## src/rtl/shift_deserializer.sv

```systemverilog
// Serial-to-parallel receiver for the universal shifter's serial output.
// Optional even-parity checking is enabled by defining SHIFT_DESER_PARITY_EN.
module shift_deserializer #(
  parameter int WIDTH = 8
) (
  input  logic             clk,
  input  logic             reset,
  input  logic             start,
  input  logic             dir,
  input  logic             shift_en,
  input  logic             serial_in,
  output logic [WIDTH-1:0] out,
  output logic             out_valid,
  input  logic             out_ack,
  output logic             busy,
  output logic             overrun
`ifdef SHIFT_DESER_PARITY_EN
  ,
  output logic             parity_err
`endif
);

  localparam int CW = $clog2(WIDTH) + 1;

  localparam logic [1:0] IDLE  = 2'd0;
  localparam logic [1:0] SHIFT = 2'd1;
  localparam logic [1:0] DONE  = 2'd2;

  localparam logic [CW-1:0] C_ONE  = CW'(1);
  localparam logic [CW-1:0] C_LAST = CW'(WIDTH - 1);
`ifdef SHIFT_DESER_PARITY_EN
  localparam logic [CW-1:0] C_PAR  = CW'(WIDTH);
`endif

  logic [1:0]       r_state;
  logic [WIDTH-1:0] r_sr;
  logic [CW-1:0]    r_cnt;
  logic             r_dir;
  logic [WIDTH-1:0] r_out;
  logic             r_out_valid;
  logic             r_overrun;
`ifdef SHIFT_DESER_PARITY_EN
  logic             r_parity_err;
`endif

  logic [WIDTH-1:0] w_sr_shift;
  logic [WIDTH-1:0] w_first_sr;

  assign w_sr_shift = r_dir ? {serial_in, r_sr[WIDTH-1:1]} : {r_sr[WIDTH-2:0], serial_in};
  // Register image when a restart in DONE also carries the new frame's first bit.
  assign w_first_sr = dir ? {serial_in, {(WIDTH-1){1'b0}}} : {{(WIDTH-1){1'b0}}, serial_in};

  always_ff @(posedge clk) begin
    if (!reset) begin
      r_state     <= IDLE;
      r_sr        <= '0;
      r_cnt       <= '0;
      r_dir       <= 1'b0;
      r_out       <= '0;
      r_out_valid <= 1'b0;
      r_overrun   <= 1'b0;
`ifdef SHIFT_DESER_PARITY_EN
      r_parity_err <= 1'b0;
`endif
    end else begin
      case (r_state)
        IDLE: begin
          if (start) begin
            r_state <= SHIFT;
            r_dir   <= dir;
            r_sr    <= '0;
            r_cnt   <= '0;
          end
        end
        SHIFT: begin
          if (shift_en) begin
`ifdef SHIFT_DESER_PARITY_EN
            if (r_cnt == C_PAR) begin
              r_out        <= r_sr;
              r_parity_err <= ^{r_sr, serial_in};
              r_out_valid  <= 1'b1;
              r_state      <= DONE;
            end else begin
              r_sr  <= w_sr_shift;
              r_cnt <= r_cnt + C_ONE;
            end
`else
            if (r_cnt == C_LAST) begin
              r_out       <= w_sr_shift;
              r_out_valid <= 1'b1;
              r_state     <= DONE;
            end else begin
              r_sr  <= w_sr_shift;
              r_cnt <= r_cnt + C_ONE;
            end
`endif
          end
        end
        DONE: begin
          if (out_ack) begin
            r_out_valid <= 1'b0;
`ifdef SHIFT_DESER_PARITY_EN
            r_parity_err <= 1'b0;
`endif
            if (start) begin
              r_state <= SHIFT;
              r_dir   <= dir;
              r_sr    <= shift_en ? w_first_sr : '0;
              r_cnt   <= shift_en ? C_ONE : '0;
            end else begin
              r_state <= IDLE;
            end
          end
          // A bit that cannot start a new frame is lost.
          if (shift_en && !(out_ack && start)) begin
            r_overrun <= 1'b1;
          end
        end
        default: r_state <= IDLE;
      endcase
    end
  end

  assign out       = r_out;
  assign out_valid = r_out_valid;
  assign overrun   = r_overrun;
  assign busy      = (r_state != IDLE);
`ifdef SHIFT_DESER_PARITY_EN
  assign parity_err = r_parity_err;
`endif

endmodule

```

## config.mk

```make
export PLATFORM = sky130hd
export DESIGN_NAME = shift_deserializer
export DESIGN_NICKNAME = d
export VERILOG_FILES = /design/src/rtl/shift_deserializer.sv
export SDC_FILE = /design/constraint.sdc
export NUM_CORES = 1
export LEC_CHECK = 0
export CAP_MARGIN = 20
export CORE_MARGIN = 2
export CORE_UTILIZATION = 57
export CTS_CLUSTER_DIAMETER = 30
export DETAILED_ROUTE_END_ITERATION = 10
export HOLD_SLACK_MARGIN = 0.05
export PLACE_DENSITY = 0.88
export SLEW_MARGIN = 20
export SYNTH_ARGS = -nofsm -noshare
export SYNTH_HDL_FRONTEND = slang
export SYNTH_SLANG_ARGS = --single-unit
```

## constraint.sdc

```tcl
create_clock -name clk -period 3.6 [get_ports clk]
set_clock_uncertainty 0.05 [all_clocks]
set_input_delay 0.72 -clock clk [delete_from_list [all_inputs] [get_ports clk]]
set_output_delay 0.72 -clock clk [all_outputs]
set_load 0.01 [all_outputs]
```

==> results by stage, run 1 <==
Worst setup path:
- The slack of the worst reg-to-reg path is 1.26 ns.
- Measured in cells, the most critical reg-to-reg path has a length of 6.
- In this run the critical register-to-register path is launched from r_state[0]$_SDFFE_PN0P_.
- For the worst setup path, the data arrival time is 1.67 ns.
- The critical path is of the register to primary output type.
- Along the worst path, the maximum fanout reaches 5.
- The terminus of the critical flop-to-flop path is r_sr[4]$_SDFFE_PN0P_.
- The required time of the critical path is ~2.8 ns.
- The sort of element at the start of the critical path is a register.
- The worst setup path is captured at a primary output.

Floorplanning:
- After floorplanning, the core was divided into 17 placement rows.
- Pin placement for this block handled 18 I/O pins.
- The height of the die is 52.4 um.
- From left edge to right edge, the die measures 52.4 um.
- The floorplan step defined a core boundary enclosing 2210 sq um.
- Once the floorplan was initialized, standard cells occupied 60.4% of the core.
- The area of the die is roughly 2700 sq um.

Run:
- Across the run, the number of max-cap violations was 0.

Timing:
- Setup repair after global routing left no endpoint under its margin.
- At the pin with the least slew margin, the transition time is between 0.5 and 0.6 ns.
- Timing would allow up to 0.409 GHz.
- The share of the clock period used by the worst path after layout is 67.9%.
- The final critical path time including I/O delays and setup is 2.44 ns.
- The worst pin sits at a relative slew slack of 60.6%.
- Setup violations remaining at the end of the flow were counted as 0.
- The worst path meets setup with 1.16 ns of slack.
- Setup total negative slack on the finished layout was measured at 0 ns.
- The number of slew-limit violations in the final report was 0.
- The final hold violation count is 0.

Routing:
- The detailed router placed between 1000 and 1500 vias in this run.
- The remaining routing DRC violations is 0.
- The initial detailed-routing violation count is 17.
- The routed design has roughly 2600 um of wire.
- Dividing the detail-routed via count by the number of cells gives 5.86.
- The number of nets with antenna violations after detailed routing is 0.
- The count of TritonRoute iterations in the first routing pass is 4.
- In the final routed layout, each cell accounts on average for 14.3 um.

Clocking:
- In this run the clock root is driven by a sky130_fd_sc_hd__clkbuf_4.
- The hold buffer count at cts is 0.
- For the worst-skew pair, the clock arrives at the later sink with an insertion delay of 0.32 ns.
- The H-tree level count is 1.
- Clock-pin slew was measured on the worst setup and hold paths at 0.13 ns.
- The maximum count of clock buffers along a single path is 2.
- The number of clock buffers added by TritonCTS is 3.
- TritonCTS built the clock tree.
- In this run the post-CTS setup repair buffer count came out at 0.
- The number of sinks driven by the clock tree is 25.
- The number of gates resized after CTS was 0.

Layout:
- The finished cells cover 1530 sq um.
- From synthesis to final layout, the design area changed by 14.1%.
- The fraction of final layout cells with drive strength greater than 1 is 8.33%.
- Once layout is complete, the utilization of the core stands at roughly 70%.
- The area used by sequential logic in the layout is 500 sq um.
- The number of antenna diodes in the final layout is 0.
- The count of fill cells added during filler insertion is roughly 170.
- For this run, the post-layout net count is around 170.
- The multi-input gate area in the final layout is 758 sq um.

Yosys:
- Ranked by instance count, the synthesized netlist is headed by sky130_fd_sc_hd__dfxtp_1 (25), sky130_fd_sc_hd__nand2_1 (24), sky130_fd_sc_hd__mux2i_1 (18), sky130_fd_sc_hd__nor2b_1 (8).
- The summed instance area of the synthesized netlist is 1340 sq um.
- The number of nets in the synthesized netlist is between 150 and 200.
- The area fraction of the dominant cell type after synthesis is 37.5%.
- Counting flops and latches in the post-synthesis netlist gives 25.
- For this run, the leading register cell type out of synthesis is sky130_fd_sc_hd__dfxtp_1.
- The synthesized area divided by synthesized cell count is between 9 and 10 sq um.
- The fraction of synthesized area in multiplexers is 17.7%.
- sky130_fd_sc_hd__dfxtp_1 takes more of the synthesized area than any other cell.
- The synthesized-area fraction occupied by adder cells is 6.55%.
- The share of async-settable or async-resettable flops after synthesis is 0%.
- The synthesized netlist devotes 15.8% of its cell area to compound gates.
- The synthesis warning total is 0.
- Ranked by total cell area, the synthesized netlist is headed by sky130_fd_sc_hd__dfxtp_1 (37%), sky130_fd_sc_hd__mux2i_1 (13%), sky130_fd_sc_hd__nand2_1 (6.7%).
- After Yosys synthesis, XOR and XNOR cells account for 0% of the synthesized area.
- In this run, synthesis inferred 0 flip-flops with an integrated enable.
- After technology mapping, the gate count stands at 143.
- After Yosys synthesis, and, or, nand and nor cells account for around 17% of the synthesized area.
- The cell with the most instances after synthesis is sky130_fd_sc_hd__dfxtp_1.
- Sequential cells were found to cover 37.5% of the synthesized design area.
- The main combinational cell family by area after synthesis is multiplexers.
- In this run, distinct cell masters in the synthesized netlist total 35.

Pwr:
- The maximum ir drop on the vdd rail is 0.352 mV.
- The power density over the cells is 506 nW/um^2.
- The leakage power figure is 0.000623 uW.

GRT:
- The first global-routing pass estimated about 4500 um of wire.
- The maximum number of pins on one net before global-route repair is 20.
- The overall overflow remaining after global route is 0.
- The via count of the first global-routing pass is 1044.
- The initial antenna violation count was 0.
- The overall global routing resource usage is between 20 and 25%.

Min path:
- The path with the worst hold slack has its endpoint at r_cnt[3]$_SDFFE_PN0P_.
- The tightest min-delay check is of the register to register type.
- Along the worst hold path, the cell count comes to 1.
- The launch instance of the worst min-delay path is r_cnt[3]$_SDFFE_PN0P_.

Placed design:
- The final estimated routing congestion in global placement is 0.819.
- The detailed placer's ending HPWL is 1910 um.
- The cell area after placement is 1500 sq um.
- The number of buffer cells added on primary ports is 17.
- The post-placement worst setup slack is 1.01 ns.

Outcome:
- The run finished with clean final reports.
## logic make-up (layout without fill, tap and decap cells)
kind of cell / after synthesis / in the layout
adders and majority gates: 7 / 7
muxes: 23 / 23
buffers and inverters: 16 / 29
AOI/OAI and AO/OA: 26 / 26
DFF: 25 / 25
and+or+nand+nor: 46 / 46
## worst max path at each step
| stage | cells past startpoint | slack, ns | end | from |
|---|---|---|---|---|
| finish | 4 | 1.16 | busy | r_state[0]$_SDFFE_PN0P_ |
| global placement | 5 | 1.03 | r_cnt[2]$_SDFFE_PN0P_ | start |
| floorplan | 8 | 1.78 | r_cnt[0]$_SDFFE_PN0P_ | r_state[0]$_SDFFE_PN0P_ |
| detailed placement | 5 | 1.01 | r_cnt[2]$_SDFFE_PN0P_ | start |
| global route | 4 | 1.06 | busy | r_state[0]$_SDFFE_PN0P_ |
| CTS | 4 | 1.14 | busy | r_state[0]$_SDFFE_PN0P_ |
## registers in the layout, indices dropped and copies added, names as in the netlist
register	cells
r_cnt	4
overrun	1
r_sr	8
out	8
out_valid	1
r_state	2
r_dir	1
## worst max-delay path, cell delays in order, from the launching register on
cell                              delay, ns
sky130_fd_sc_hd__dfxtp_1               0.44
sky130_fd_sc_hd__inv_1                 0.11
sky130_fd_sc_hd__ha_1                  0.24
sky130_fd_sc_hd__inv_1                 0.06
sky130_fd_sc_hd__clkdlybuf4s50_1       0.52
## metal layers
| metal | up-vias | routed length (um) | global-route usage [%] |
|---|---|---|---|
| met3 | 4 | 108 | 3.43 |
| met2 | 34 | 1260 | 35.6 |
| li1 | 534 | - | - |
| met5 | - | 0 | 0 |
| met1 | 506 | 1240 | 28.0 |
| met4 | 0 | 30 | 7.69 |
## power by group
part           total (uW)  internal (uW)  switching, uW
combinational         332            150            183
sequential            312            291           21.0
clock                 128           41.7           86.7
total                 772            482            290
## final cells by class
cell class,instances,area share (%)
repair buffers,18,11.6
well taps,28,2.30
clock inverters,1,0.328
multi-input cells,102,49.7
flip-flops and latches,25,32.8
inverters,7,1.72
clock buffers,3,1.48
## cells in the final DEF (no fill, tap or decap)
| cell type | netlist | routed |
|---|---|---|
| sky130_fd_sc_hd__o21ba_4 | 1 | 1 |
| sky130_fd_sc_hd__o211a_1 | 4 | 4 |
| sky130_fd_sc_hd__clkinv_2 | 0 | 1 |
| sky130_fd_sc_hd__o21bai_1 | 1 | 1 |
| sky130_fd_sc_hd__a21boi_0 | 2 | 2 |
| sky130_fd_sc_hd__o31ai_1 | 2 | 2 |
| sky130_fd_sc_hd__buf_4 | 2 | 1 |
| sky130_fd_sc_hd__nand2b_1 | 1 | 1 |
| sky130_fd_sc_hd__a21o_1 | 1 | 1 |
| sky130_fd_sc_hd__inv_1 | 7 | 7 |
| sky130_fd_sc_hd__clkbuf_4 | 0 | 3 |
| sky130_fd_sc_hd__o311ai_0 | 1 | 1 |
| sky130_fd_sc_hd__o211ai_1 | 2 | 2 |
| sky130_fd_sc_hd__dfxtp_1 | 25 | 25 |
| sky130_fd_sc_hd__and3_1 | 1 | 1 |
| sky130_fd_sc_hd__o22ai_1 | 3 | 3 |
| sky130_fd_sc_hd__mux2i_1 | 18 | 18 |
| sky130_fd_sc_hd__nand4_1 | 2 | 2 |
| sky130_fd_sc_hd__nor2_2 | 1 | 1 |
| sky130_fd_sc_hd__a21oi_1 | 2 | 2 |
| sky130_fd_sc_hd__nor2b_1 | 8 | 8 |
| sky130_fd_sc_hd__a221oi_2 | 1 | 1 |
| sky130_fd_sc_hd__ha_1 | 7 | 7 |
| sky130_fd_sc_hd__nand4b_1 | 1 | 1 |
| sky130_fd_sc_hd__a32o_1 | 1 | 1 |
| sky130_fd_sc_hd__mux2_2 | 5 | 5 |
| sky130_fd_sc_hd__a31oi_1 | 3 | 3 |
| sky130_fd_sc_hd__nand3b_1 | 1 | 1 |
| sky130_fd_sc_hd__o21ai_0 | 1 | 1 |
| sky130_fd_sc_hd__or2_1 | 1 | 1 |
| sky130_fd_sc_hd__nor2_1 | 1 | 1 |
| sky130_fd_sc_hd__o41ai_1 | 1 | 1 |
| sky130_fd_sc_hd__nand3_1 | 5 | 5 |
| sky130_fd_sc_hd__nand2_1 | 24 | 24 |
| sky130_fd_sc_hd__clkdlybuf4s50_1 | 0 | 17 |
## through the flow
| step | cells | hold WS (ns) | total power, uW |
|---|---|---|---|
| 4_1_cts | 184 | 0.429 | 775 |
| 6_report | 184 | 0.426 | 772 |
| 5_1_grt | 184 | 0.470 | 818 |
| 3_5_place_dp | 180 | 0.408 | 645 |
| 2_1_floorplan | 143 | 0.385 | 588 |
| 3_3_place_gp | 180 | 0.397 | 632 |
No activity file was read; power rests on OpenSTA's default activity.
==> run 2, diff against run 1 <==
Settings changed: CORE_UTILIZATION 57 to 53, PLACE_DENSITY 0.88 to 0.83.
Clock period 3.6 ns to 2.4 ns, I/O delays scaled along.
==> results by stage, run 2 (synthesized netlist as in run 1, its figures left out) <==
Timing:
- Setup repair after global routing left no endpoint under its margin.
- The count of final setup violators was 0 (unchanged).
- The sum of negative setup slack is 0 ns (unchanged).
- The max-slew headroom at the worst pin was 62.9% (+2.4 points).
- Based on the critical path, the design can be clocked at up to between 0.4 and 0.5 GHz.
- The actual transition at the worst max-transition pin is 0.556 ns (-0.0348 ns).
- The worst hold slack across all endpoints is 0.440 ns (+0.0142 ns).
- Of the available clock period, the critical path in the final layout requires 92.0%.
- Subtracting the final worst setup slack from the clock period gives 2.21 ns.
- The final hold violation count came to 0 (unchanged).
- The number of slew-limit violations in the final report was 0 (unchanged).

Floorplanning:
- The total I/O pin count came to 18 (unchanged).
- The core region area is 2430 sq um (+10%).
- The area of the die is 2940 sq um (+6.9%).
- The die extent in x was 54.2 um (+3.4%).
- The height of the die came to 54.2 um (+3.4%).
- The initial standard-cell utilization of the core was 54.9% (-5.5 points).
- The total number of placement rows is 18 (+1).

Clocking:
- The setup fix buffers added after clock tree synthesis is 0 (unchanged).
- The number of sinks driven by the clock tree is 25 (unchanged).
- The CTS buffer count is 3 (unchanged).
- The clock-pin slew of the registers on the worst-case setup and hold paths is 0.14 ns (about the same).
- The hold buffer count at cts is 0 (unchanged).
- The maximum count of clock buffers along a single path is 2 (unchanged).
- The root buffer cell chosen for the clock tree is sky130_fd_sc_hd__clkbuf_4.
- The H-tree level count is 1 (unchanged).
- The clock latency at the later pin of the worst-skew pair is 0.32 ns (about the same).
- The TritonCTS clock tree is yes.
- The number of cells upsized or downsized after cts was 0 (unchanged).

Run:
- The reported max-cap violation count was 0 (unchanged).

Routing:
- The initial detailed-routing violation count is 19 (+2).
- The number of nets with antenna violations after detailed routing was 0 (unchanged).
- The remaining routing DRC violations is 0 (unchanged).
- The per-cell via count in the routed design was 5.68 (-3.1%).
- The count of TritonRoute iterations in the first routing pass is 4 (unchanged).
- The wire length per cell is 14.4 um (+0.46%).
- The via total after detailed routing is 1084 (+0.56%).
- The final wirelength came to 2750 um (+4.3%).

Layout:
- Compared with the post-synthesis result, the final layout area differs by 17.3%.
- The fraction of final layout cells with drive strength greater than 1 is 11.2% (+2.8 points).
- The number of antenna repair diodes is 0 (unchanged).
- In the layout the commonest cells are sky130_fd_sc_hd__dfxtp_1 (25), sky130_fd_sc_hd__nand2_1 (24), sky130_fd_sc_hd__mux2i_1 (18), sky130_fd_sc_hd__clkdlybuf4s50_1 (17), sky130_fd_sc_hd__nor2b_1 (8).
- The number of nets in the layout was 176 (+2.9%).
- The leading cell type in the layout, fill and taps excluded is sky130_fd_sc_hd__dfxtp_1.

Pwr:
- The power density over the cells was 758 nW/um^2 (+50%).
- The leakage power figure is 0.000645 uW (+3.5%).
- The maximum ir drop on the vdd rail is 0.706 mV (+100%).

GRT:
- The initial antenna violation count is 0 (unchanged).
- The overall overflow remaining after global route is 0 (unchanged).
- The maximum number of pins on one net before global-route repair was 17 (-15%).
- The wire length of the first global-routing pass was 4340 um (-2.9%).
- The overall global routing resource usage is 20.4% (-1.1 points).
- The via count of the first global-routing pass is 1021 (-2.2%).

Min path:
- The hold path depth is 1 (unchanged).
- The launch instance of the worst min-delay path is r_cnt[3]$_SDFFE_PN0P_.
- The path class of the tightest hold or removal check is register to register.
- The path with the worst hold slack has its endpoint at r_cnt[3]$_SDFFE_PN0P_.

Worst setup path:
- The sort of element at the start of the critical path is a register.
- The length in cells of the worst reg-to-reg path was 6 (unchanged).
- The most repeated library cell on the critical path is sky130_fd_sc_hd__inv_1.
- The slack of the worst reg-to-reg path is 0.27 ns (-0.99 ns).
- The kind of cell adding the most delay to the critical path is buffers and inverters.
- The cell with the largest stage delay on the worst path is sky130_fd_sc_hd__clkdlybuf4s50_1.
- The count of buffering cells on the critical path with inverters included was 3 (unchanged).
- The type of the worst setup path is register to primary output.
- The data arrival at the endpoint of the critical path came to 1.68 ns (about the same).
- The endpoint identified for the worst register-to-register timing path is r_cnt[0]$_SDFFE_PN0P_.
- The sort of element at the end of the critical path is a primary output.
- The startpoint of the lowest-slack register-to-register path is r_state[0]$_SDFFE_PN0P_.
- The required time of the critical path is 1.87 ns (-0.96 ns).
- The peak per-stage delay on the critical path is 0.52 ns (about the same).
- The maximum fanout encountered on the critical timing path is 4 (-1).
- Walking the worst path, the cells encountered are inv_1 -> ha_1 -> inv_1 -> clkdlybuf4s50_1.

Placed design:
- The final estimated routing congestion in global placement was 0.831 (+1.5%).
- The number of buffer cells added on primary ports came to 17 (unchanged).
- The detailed placer's ending HPWL is 2030 um (+6.6%).

Outcome:
- The flow ran to the end, and the final reports show no timing, DRC or antenna violations.
## run 2: cell count changes in the layout (fill, tap and decap cells not counted)
cell and change:
sky130_fd_sc_hd__clkinv_2 -1, sky130_fd_sc_hd__buf_4 +5, sky130_fd_sc_hd__clkinvlp_4 +1
## run 2: through the flow
| stage | instances | instance area (sq um) | worst slack [ns] | total power [uW] | utilization, % |
|---|---|---|---|---|---|
| 2_1_floorplan | 143 | 1340 | 0.579 | 882 | - |
| 6_report | 191 | 1570 | 0.193 | 1190 | 64.5 |
| 5_1_grt | 191 | 1570 | 0.0765 | 1260 | 64.5 |
| 4_1_cts | 191 | 1570 | 0.181 | 1190 | 64.5 |
| 3_5_place_dp | 187 | 1540 | 0.139 | 993 | 63.2 |
| 3_3_place_gp | 187 | 1540 | 0.188 | 970 | 63.2 |
## run 2: final cells by class
class	count	area (sq um)
Fill cell	216	865
Multi-Input combinational cell	102	758
Clock inverter	1	7.51
Clock buffer	3	22.5
Inverter	7	26.3
Tap cell	30	37.5
Sequential cell	25	500
Timing Repair Buffer	23	215
## run 2: how the worst max path moves through the flow
| stage | startpoint | end | cells past startpoint |
|---|---|---|---|
| finish | r_state[1]$_SDFFE_PN0P_ | busy | 4 |
| global route | r_state[0]$_SDFFE_PN0P_ | r_cnt[0]$_SDFFE_PN0P_ | 6 |
| CTS | r_state[0]$_SDFFE_PN0P_ | busy | 4 |
| detailed placement | shift_en | r_cnt[0]$_SDFFE_PN0P_ | 4 |
| global placement | start | r_cnt[2]$_SDFFE_PN0P_ | 5 |
| floorplan | r_state[0]$_SDFFE_PN0P_ | r_cnt[0]$_SDFFE_PN0P_ | 8 |
## run 2: worst reg2reg max path: stages, from the launching register on
cell and delay (ns):
sky130_fd_sc_hd__dfxtp_1 0.42, sky130_fd_sc_hd__inv_1 0.11, sky130_fd_sc_hd__ha_1 0.23, sky130_fd_sc_hd__o21ba_4 0.22, sky130_fd_sc_hd__a31oi_1 0.28, sky130_fd_sc_hd__or2_1 0.51, sky130_fd_sc_hd__mux2i_1 0.25
## run 2: power breakdown
| part | switching (uW) | leakage (uW) | internal (uW) |
|---|---|---|---|
| logic | 275 | 0.000429 | 245 |
| registers | 31.1 | 0.000202 | 436 |
| clock network | 137 | 0.0000139 | 63.6 |
## run 2: layer usage
metal | vias up | GRT usage, % | routed length (um)
met5 | - | 0 | 0
met4 | 0 | 5.42 | 15
met3 | 2 | 3.83 | 72
met2 | 20 | 35.9 | 1310
met1 | 520 | 25.2 | 1350
li1 | 542 | - | -
